`src/rtl/cdc_arb_pkg.sv`:
```
// Shared types and helpers for the packet-level FIFO write-port arbiter.
// The FIFO word is packed as {id, last, data}.
package cdc_arb_pkg;

  typedef enum logic {ARB_IDLE, ARB_LOCK} arb_state_e;

  function automatic int fifo_word_width(input int data_w, input int id_w);
    return data_w + id_w + 1;
  endfunction

endpackage

```
`src/rtl/cdc_rr_pick.sv`:
```
// Combinational rotating-priority picker: the first set request after last_grant_i, wrapping.
// The request vector is doubled so that the wrap becomes a plain lowest-set-bit search.
module cdc_rr_pick
  import cdc_arb_pkg::*;
#(
  parameter int NUM_REQ  = 4,
  parameter int ID_WIDTH = $clog2(NUM_REQ)
) (
  input  logic [NUM_REQ-1:0]  req_i,
  input  logic [ID_WIDTH-1:0] last_grant_i,
  output logic                found_o,
  output logic [ID_WIDTH-1:0] idx_o
);

  logic [2*NUM_REQ-1:0] w_dbl;
  logic [2*NUM_REQ-1:0] w_mask;
  logic [2*NUM_REQ-1:0] w_masked;

  assign w_dbl = {req_i, req_i};

  // Window covers positions last_grant+1 .. last_grant+NUM_REQ, i.e. every requester once.
  always_comb begin
    w_mask = '0;
    for (int i = 0; i < 2*NUM_REQ; i++) begin
      w_mask[i] = (i > int'(last_grant_i)) && (i <= int'(last_grant_i) + NUM_REQ);
    end
  end

  assign w_masked = w_dbl & w_mask;

  always_comb begin
    found_o = 1'b0;
    idx_o   = '0;
    for (int i = 2*NUM_REQ-1; i >= 0; i--) begin
      if (w_masked[i]) begin
        found_o = 1'b1;
        idx_o   = ID_WIDTH'(i % NUM_REQ);
      end
    end
  end

endmodule

```
`src/rtl/cdc_fifo_wr_arbiter.sv`:
```
// Packet-level round-robin arbiter for the write port of an async FIFO.
// A grant is held until the beat carrying last; each word is tagged with the requester ID.
module cdc_fifo_wr_arbiter
  import cdc_arb_pkg::*;
#(
  parameter int NUM_REQ    = 4,
  parameter int DATA_WIDTH = 16,
  parameter int ID_WIDTH   = $clog2(NUM_REQ),
  parameter int MAX_BEATS  = 256,
  parameter int FIFO_WIDTH = fifo_word_width(DATA_WIDTH, ID_WIDTH)
) (
  input  logic                          clk_i,
  input  logic                          rst_ni,
  input  logic [NUM_REQ-1:0]            req_valid_i,
  input  logic [NUM_REQ-1:0]            req_last_i,
  input  logic [NUM_REQ*DATA_WIDTH-1:0] req_data_i,
  output logic [NUM_REQ-1:0]            req_ready_o,
  output logic                          fifo_wr_en_o,
  output logic [FIFO_WIDTH-1:0]         fifo_wr_data_o,
  input  logic                          fifo_full_i,
  input  logic                          fifo_almost_full_i,
  output logic [ID_WIDTH-1:0]           grant_id_o,
  output logic                          busy_o,
  output logic                          pkt_err_o
);

  localparam int CNT_W = $clog2(MAX_BEATS + 1);

  arb_state_e          r_state;
  logic [ID_WIDTH-1:0] r_grant_id;
  logic [ID_WIDTH-1:0] r_last_grant;
  logic [CNT_W-1:0]    r_beat_cnt;
  logic                r_pkt_err;

  logic                w_found;
  logic [ID_WIDTH-1:0] w_pick;
  logic                w_lock;
  logic                w_beat;
  logic                w_last;

  cdc_rr_pick #(
    .NUM_REQ  (NUM_REQ),
    .ID_WIDTH (ID_WIDTH)
  ) u_pick (
    .req_i        (req_valid_i),
    .last_grant_i (r_last_grant),
    .found_o      (w_found),
    .idx_o        (w_pick)
  );

  assign w_lock = (r_state == ARB_LOCK);
  assign w_beat = w_lock & req_valid_i[r_grant_id] & ~fifo_full_i;
  assign w_last = req_last_i[r_grant_id];

  always_comb begin
    req_ready_o = '0;
    if (w_lock && !fifo_full_i) req_ready_o[r_grant_id] = 1'b1;
  end

  // Data is muxed from the granted requester unconditionally; the FIFO ignores it without wr_en.
  assign fifo_wr_en_o   = w_beat;
  assign fifo_wr_data_o = {r_grant_id, w_last, req_data_i[r_grant_id*DATA_WIDTH +: DATA_WIDTH]};

  assign grant_id_o = r_grant_id;
  assign busy_o     = w_lock;
  assign pkt_err_o  = r_pkt_err;

  always_ff @(posedge clk_i or negedge rst_ni) begin
    if (!rst_ni) begin
      r_state      <= ARB_IDLE;
      r_grant_id   <= '0;
      r_last_grant <= ID_WIDTH'(NUM_REQ - 1);
      r_beat_cnt   <= '0;
      r_pkt_err    <= 1'b0;
    end else begin
      case (r_state)
        // almost_full only blocks opening a packet, never one already in flight.
        ARB_IDLE: begin
          if (w_found && !fifo_almost_full_i) begin
            r_grant_id <= w_pick;
            r_state    <= ARB_LOCK;
          end
        end
        ARB_LOCK: begin
          if (w_beat) begin
            if (w_last) begin
              r_state      <= ARB_IDLE;
              r_last_grant <= r_grant_id;
              r_beat_cnt   <= '0;
            end else if (r_beat_cnt != CNT_W'(MAX_BEATS)) begin
              r_beat_cnt <= r_beat_cnt + 1'b1;
              if (r_beat_cnt == CNT_W'(MAX_BEATS - 1)) r_pkt_err <= 1'b1;
            end
          end
        end
        default: r_state <= ARB_IDLE;
      endcase
    end
  end

endmodule

```
`config.mk`:
```
export PLATFORM = sky130hd
export DESIGN_NAME = cdc_fifo_wr_arbiter
export DESIGN_NICKNAME = d
export VERILOG_FILES = /design/src/rtl/cdc_arb_pkg.sv /design/src/rtl/cdc_rr_pick.sv /design/src/rtl/cdc_fifo_wr_arbiter.sv
export SDC_FILE = /design/constraint.sdc
export NUM_CORES = 1
export LEC_CHECK = 0
export ABC_CLOCK_PERIOD_IN_PS = 2400
export CAP_MARGIN = 20
export CORE_MARGIN = 8
export CORE_UTILIZATION = 60
export CTS_CLUSTER_SIZE = 14
export DETAILED_ROUTE_END_ITERATION = 6
export DONT_BUFFER_PORTS = 1
export MAX_ROUTING_LAYER = met4
export PLACE_DENSITY = 0.76
export SYNTH_ARGS = -nofsm -noshare
export SYNTH_HDL_FRONTEND = slang
export SYNTH_SLANG_ARGS = --single-unit
```
`constraint.sdc`:
```
create_clock -name clk_i -period 2.4 [get_ports clk_i]
set_clock_uncertainty 0.1 [all_clocks]
set_input_delay 0.6 -clock clk_i [delete_from_list [all_inputs] [get_ports clk_i]]
set_output_delay 0.6 -clock clk_i [all_outputs]
set_load 0.01 [all_outputs]
```
After elaboration in Yosys (flattened, before gate mapping). Cells that the tools add are included.

Flip-flop bits (word level): 15. Output and inout port bits: 28. Logic and storage cells: 70.

$add $sub $neg: 2. Magnitude comparators: 12. Equality and inequality tests: 2. Shift-type cells: 1. Muxes and demuxes: 29. Bitwise logic cells: 6. Reduce and logical (&&, ||, !) cells: 13.

Operator list (count): $le 4x32->1 const A (4); $le 3x32->1 const A (2); $shiftx 64x7->16 (1); $le 2x32->1 const A (1); $mux 9 (2); $mux 2 (8); $mux 1 (14); $add 9x1->9 const B (1); $eq 9x8->1 const B (1); $ne 9x9->1 const B (1); $and 8x8->8 (1); $logic_and 1x1->1 (6); $reduce_and 3->1 (2); $reduce_and 5->1 (1); $add 2x3->4 const B (1); $bmux 1 s2 (2); $gt 2x2->1 const A (2); $mux 4 (1); $lt 2x3->1 const B (1); $not 1->1 (3); $and 1x1->1 (2); $demux 1 s2 (1); $ge 2x1->1 const B (1); $gt 1x2->1 const A (1); 4 further kinds (5).

Depth between registers and ports, before layout. Gate-level depths: netlist of the first run.

Depth in word-level cells: 15. Gate-level depth with buffers: 7. Mapped depth without buffers: 7.

Hierarchy. A second synthesis of the first run with hierarchy kept.

Cell total of the unflattened synthesis: 121. Area, all modules: 1368.8 µm².

By module, submodules not included: cdc_fifo_wr_arbiter (instances 1, cells an instance 107, area an instance 1287.5 µm²); cdc_rr_pick (instances 1, cells an instance 14, area an instance 81.3 µm²).

Worst setup path before layout of the first run. No wires, ideal clock.

Kind: register to output. Start: register r_grant_id[0], in the netlist grant_id_o[0]. End: output fifo_wr_data_o[0]. Data arrival time: 1.492 ns. Path slack: 0.208 ns. Stages on the path, launching flop included: 4. Buffers on the path: 2. Cell sequence: dfrtp_1 -> buf_6 -> clkbuf_1 -> mux4_2.

Word-level cells in the longest chain between the ends: 1.

Ends and longest elaborated chain: start: declaration (line cdc_fifo_wr_arbiter.sv:30) `logic [ID_WIDTH-1:0] r_grant_id;`; start signal: assignment (line cdc_fifo_wr_arbiter.sv:80) `r_grant_id <= w_pick;`; $shiftx 64x7->16 (line cdc_fifo_wr_arbiter.sv:62) `assign fifo_wr_data_o = {r_grant_id, w_last, req_data_i[r_grant_id*DATA_WIDTH +: DATA_WIDTH]};`; end: declaration (line cdc_fifo_wr_arbiter.sv:19) `output logic [FIFO_WIDTH-1:0] fifo_wr_data_o,`.

Every way passes these cells.

Worst setup path in the final report of the first run.
Start: register r_grant_id[0], in the netlist grant_id_o[0]. End: output fifo_wr_en_o.

Word-level cells in the longest chain between the ends: 4.

Ends and longest elaborated chain: $bmux 1 s2 (line cdc_fifo_wr_arbiter.sv:52) `assign w_beat = w_lock & req_valid_i[r_grant_id] & ~fifo_full_i;`; $mux 1 (implied by the code) (line cdc_fifo_wr_arbiter.sv:52); $and 1x1->1 (2 in series) (line cdc_fifo_wr_arbiter.sv:52); end: declaration (line cdc_fifo_wr_arbiter.sv:18) `output logic fifo_wr_en_o,`.

Every way passes these cells. The select of a mux whose other input is x is not followed.

==> impl_metrics.py, run 1 <==
metrics = {
    "critical_path": {
        "r2r_end": "r_beat_cnt[7]",
        "reg2reg_depth": 4,
        "crit_path_end_kind": "output port",
        "critPathMaxFanout": 6,
        "cp-endpoint": "fifo_wr_en_o",
        "r2r_setup_slack_ns": 0.33,
        "arrival_ns": 1.59,
        "crit_type": "flop to output port",
        "start_kind": "flop",
        "timing.rr.start": "grant_id_o[0]",
        "critical_path_required_ns": 1.70,
        "setup.worst_path.start": "grant_id_o[0]",
    },
    "die": {
        "coreArea_um2": 2170,
        "start_util_pct": 62.7,
        "die_x_um": 63.6,
        "rows": 17,
        "dieHeight_um": 63.6,
        "dieArea_um2": 4050,
        "io_pins": 104,
    },
    "grt": {
        "grt_pass1_vias": 1081,
        "grtUsageTotal_pct": 18.3,
        "overflow": 0,
        "grt_max_degree": 17,
        "antenna_found_initial": 0,
        "grt_pass1_wl_mm": 5.88,
    },
    "pwr": {
        "ir_drop_mv": 0.713,
        "p_sw_share_pct": 44.8,
        "power_frac_clock_pct": 9.2,
        "p_int_mw": 0.856,
        "p_per_area_nw_per_um2": 1100,
        "power_leakage_nw": 0.574,
        "p_seq_share_pct": 29.0,
        "combPwrFrac_pct": 61.7,
        "power_mw": 1.55,
        "power_switching_mw": 0.694,
    },
    "clocking": {
        "clk_pin_slew_ns": 0.09,
        "cts_setup_buffers": 0,
        "root_buffer": "clkbuf_4",
        "cts_made_buffers": 3,
        "clockBufferDepth": 2,
        "cts.sinks": 15,
        "insertion_delay_ns": 0.28,
        "cts-htree-levels": 1,
        "cts_tree": "built",
    },
    "logic_synthesis": {
        "yosysTopAreaCellShare_pct": 29.8,
        "yosysTopAreaCell": "mux4_2",
        "synthAdderAreaFrac_pct": 2.76,
        "synthXorXnorAreaFrac_pct": 0,
        "postSynthCellCount": 121,
        "ys_seq_elements": 15,
        "synthMuxAreaShare_pct": 33.8,
        "synthesis.area_um2": 1360,
        "ys_seq_area_share_pct": 27.8,
        "yosysWarnings": 0,
        "synthesis.nets": 200,
        "synthTopCellsByArea": "mux4_2, dfrtp_1, dfstp_2",
        "yosysMostFrequentCell": "mux4_2",
        "synth_cell_type_count": 37,
        "synth_top_flop_cell": "dfrtp_1",
        "syn_avg_cell_area_um2": 11.3,
        "synth_edf_count": 0,
        "async_flop_share_pct": 100,
        "synth_common_cells": "mux4_2, dfrtp_1",
        "synth_simple_gate_area_share_pct": 13.4,
        "synth_top_family_by_area": "multiplexers",
        "synth_compound_area_share_pct": 15.3,
    },
    "placement": {
        "place.gp.congestion": 0.804,
        "placed_cell_area_um2": 1370,
        "place_ws_ns": 0.286,
        "dp_hpwl_mm": 3.17,
        "portBuffers": 0,
        "dp.cells": 142,
    },
    "sta": {
        "setup_ws_ns": 0.109,
        "setup_viol": 0,
        "fmax_mhz": 436,
        "worst_pin_slew_ns": 0.608,
        "hold_violations": 0,
        "timing.hold.ws_ns": 0.0500,
        "fin_crit_ns": 2.29,
        "max-slew-margin-rel_pct": 59.4,
        "slew_violations": 0,
        "fin_setup_tns_ns": 0,
        "rsz0062_at_grt": "no",
        "finalCritPeriodShare_pct": 95.5,
    },
    "drt": {
        "wl_met3_um": 252,
        "firstDrtPassIters": 4,
        "wl_met2_mm": 2.21,
        "vias_per_cell": 7.05,
        "wire_per_inst_um": 26.3,
        "dr.first_iter.drc_count": 60,
        "vias": 1037,
        "highest_layer": "met4",
        "wl_met1_mm": 1.33,
        "drc": 0,
        "finalWirelength_mm": 3.86,
        "ant_nets": 0,
    },
    "layout": {
        "diodes": 0,
        "drive_gt1_share_pct": 31.9,
        "design_area_um2": 1410,
        "fin_nets": 199,
        "final_cells": 147,
        "fillers": 178,
        "post-route-util_pct": 64.8,
        "syn2layout_area_growth_pct": 3.31,
    },
    "hold_path": {
        "hold_path_class": "primary input to async pin",
    },
    "outcome": {
        "outcome": "completed",
    },
    "job": {
        "max_cap_viol_count": 0,
    },
}
==> timing repair <==
action / CTS / global route
hold buffers: 1 / 0
hold endpoints to repair: 13 / 0
resized for setup: 0 / 2
endpoints found under the setup margin: 0 / 1
==> cell families (layout without fill, tap and decap cells) <==
logic type	after synthesis	in the layout
AO/OA/AOI/OAI	30	30
adder cells (fa/ha/maj)	3	3
buffers and inverters	18	16
flip-flops	15	15
multiplexers	23	23
AND/OR/NAND/NOR	32	32
==> power groups by stage <==
stage | registers, mW | logic [mW] | clock network (mW)
3_3_place_gp | 0.440 | 0.928 | 0
6_report | 0.450 | 0.957 | 0.143
2_1_floorplan | 0.403 | 0.876 | 0
3_5_place_dp | 0.454 | 0.956 | 0
5_1_grt | 0.462 | 1.03 | 0.158
4_1_cts | 0.446 | 0.969 | 0.150
==> cells in the final DEF, fill, tap and decap left out, types with 2 or more instances in the layout <==
| master | n |
|---|---|
| dfrtp_2 | 2 |
| mux4_2 | 18 |
| nand3_1 | 3 |
| nor3b_1 | 2 |
| nor2_1 | 8 |
| a21oi_1 | 5 |
| dfrtp_1 | 11 |
| clkbuf_4 | 3 |
| a31oi_1 | 2 |
| o21ai_0 | 8 |
| a41oi_1 | 2 |
| inv_1 | 8 |
| nand2_1 | 8 |
| mux2_2 | 4 |
| buf_4 | 2 |
| dfstp_2 | 2 |
| ha_1 | 3 |
| a22o_1 | 2 |
| and3_1 | 3 |
| o31ai_1 | 4 |
==> cell type report <==
type | count | area [um2] | area share (%)
clock buffers | 3 | 22.5 | 1.60
clock inverters | 1 | 5.00 | 0.356
inverters | 8 | 30.0 | 2.14
multi-input cells | 88 | 888 | 63.2
flip-flops and latches | 15 | 380 | 27.0
well taps | 28 | 35.0 | 2.49
repair buffers | 4 | 45.0 | 3.20
==> registers in the layout, indices dropped and copies added, names as in the netlist <==
name / flops
r_last_grant: 2
busy_o: 1
pkt_err_o: 1
r_beat_cnt: 9
grant_id_o: 2
==> worst max-delay path, stage by stage, from the launching register on <==
cell     delay (ns)
dfrtp_2        0.42
mux4_2         0.57
nand2_1        0.18
inv_1          0.14
==> routing by layer <==
metal,vias to the layer above,GRT usage (%)
met1,513,18.6
met5,-,-
met4,0,3.62
met2,49,33.7
met3,11,5.65
li1,464,-
==> worst min path at each step <==
| stage | start | to | slack (ns) | depth (start not counted) |
|---|---|---|---|---|
| after detailed placement | rst_ni | r_beat_cnt[4] | 0.20 | 0 |
| after CTS | rst_ni | r_last_grant[0] | 0.04 | 0 |
| after global placement | rst_ni | r_beat_cnt[4] | 0.20 | 0 |
| after global routing | rst_ni | r_last_grant[0] | 0.03 | 0 |
| final | rst_ni | r_last_grant[0] | 0.05 | 0 |
| after floorplan | rst_ni | busy_o | 0.20 | 0 |
Note: power is estimated with default switching activity, not from simulation.
==> run 2: changes to the inputs <==
Settings changed: MAX_ROUTING_LAYER met4 to not set.
==> impl_metrics.py, run 2 (same netlist as run 1, synthesis figures left out) <==
metrics = {
    "layout": {
        "multiInputGateArea_um2": 888,
        "fillers": 178,
        "fin_nets": 199,
        "post-route-util_pct": 64.8,
        "drive_gt1_share_pct": 31.9,
        "regArea_um2": 380,
        "largest_register": "r_beat_cnt",
        "largest_reg_flops": 9,
        "layout_commonest_cell": "mux4_2",
        "layout_common_cells": "mux4_2, dfrtp_1",
        "diodes": 0,
        "design_area_um2": 1410,
        "syn2layout_area_growth_pct": 3.31,
    },
    "clocking": {
        "cts_tree": "built",
        "cts.sinks": 15,
        "cts-htree-levels": 1,
        "cts_made_buffers": 3,
        "clockBufferDepth": 2,
        "insertion_delay_ns": 0.28,
        "clk_pin_slew_ns": 0.09,
        "root_buffer": "clkbuf_4",
        "cts_setup_buffers": 0,
    },
    "die": {
        "coreArea_um2": 2170,
        "dieHeight_um": 63.6,
        "rows": 17,
        "io_pins": 104,
        "die_x_um": 63.6,
        "start_util_pct": 62.7,
        "dieArea_um2": 4050,
    },
    "critical_path": {
        "critical_path_required_ns": 1.70,
        "start_kind": "flop",
        "critPathMaxFanout": 6,
        "crit_type": "flop to output port",
        "arrival_ns": 1.59,
        "crit_path_end_kind": "output port",
    },
    "grt": {
        "grt_max_degree": 17,
        "grt_pass1_vias": 1082,
        "grtUsageTotal_pct": 17.8,
        "overflow": 0,
        "grt_pass1_wl_mm": 5.89,
        "antenna_found_initial": 0,
    },
    "pwr": {
        "p_per_area_nw_per_um2": 1100,
        "power_leakage_nw": 0.574,
        "ir_drop_mv": 0.713,
    },
    "sta": {
        "rsz0062_at_grt": "no",
        "finalCritPeriodShare_pct": 95.6,
        "setup_viol": 0,
        "worst_pin_slew_ns": 0.615,
        "hold_violations": 0,
        "fin_crit_ns": 2.29,
        "setup_ws_ns": 0.106,
        "fmax_mhz": 436,
        "max-slew-margin-rel_pct": 58.8,
        "slew_violations": 0,
        "fin_setup_tns_ns": 0,
    },
    "placement": {
        "place_ws_ns": 0.286,
        "placed_cell_area_um2": 1370,
        "dp_hpwl_mm": 3.17,
        "place.gp.congestion": 0.793,
        "portBuffers": 0,
    },
    "drt": {
        "wire_per_inst_um": 26.4,
        "vias_per_cell": 7.08,
        "finalWirelength_mm": 3.88,
        "vias": 1041,
        "drc": 0,
        "ant_nets": 0,
        "firstDrtPassIters": 4,
        "dr.first_iter.drc_count": 79,
    },
    "job": {
        "max_cap_viol_count": 0,
    },
    "hold_path": {
        "hold_path_class": "primary input to async pin",
    },
    "outcome": {
        "outcome": "completed",
    },
}
run 2: cell counts in the layout (fill, tap and decap cells not counted):
Identical to the previous run, type by type.
run 2: what timing repair did:
item / CTS / global route
resized for setup: 0 / 2
hold endpoints to repair: 13 / 0
hold buffers: 1 / 0
setup endpoints to repair: 0 / 1
run 2: final cells by class:
class	count	share of cell area [%]
inverters	8	2.14
clock buffers	3	1.60
repair buffers	4	3.20
well taps	28	2.49
flip-flops and latches	15	27.0
multi-input cells	88	63.2
clock inverters	1	0.356
run 2: critical path, stage by stage, from the launching register on:
cell,delay (ns)
dfrtp_2,0.42
mux4_2,0.57
nand2_1,0.18
inv_1,0.14
run 2: metrics by stage:
step,instances,hold slack (ns),total power [mW]
floorplan,121,0.204,1.28
global placement,142,0.205,1.37
detailed placement,142,0.205,1.41
CTS,147,0.0421,1.56
global route,147,0.0283,1.65
finish,147,0.0493,1.55
run 2: power by group:
part,switching (mW),internal (mW)
sequential,0.119,0.331
combinational,0.497,0.463
clock,0.0814,0.0619
run 2: metal layers:
metal,vias to the layer above,GRT usage (%),wire [um]
met1,518,18.5,1350
met4,0,3.62,50
li1,464,-,-
met3,8,6.01,279
met2,51,33.6,2200
met5,-,0,0
run 2: final timing paths:
check	startpoint	to	cells after the start	slack, ns
setup / recovery	grant_id_o[0]	fifo_wr_en_o	3	0.11
hold / removal	rst_ni	r_last_grant[0]	0	0.05
setup reg to reg	grant_id_o[0]	r_beat_cnt[7]	4	0.34
hold reg to reg	r_beat_cnt[7]	r_beat_cnt[7]	1	0.43
max in group asynchronous	rst_ni	grant_id_o[1]	1	1.10
min in group clk_i	fifo_almost_full_i	busy_o	2	0.43
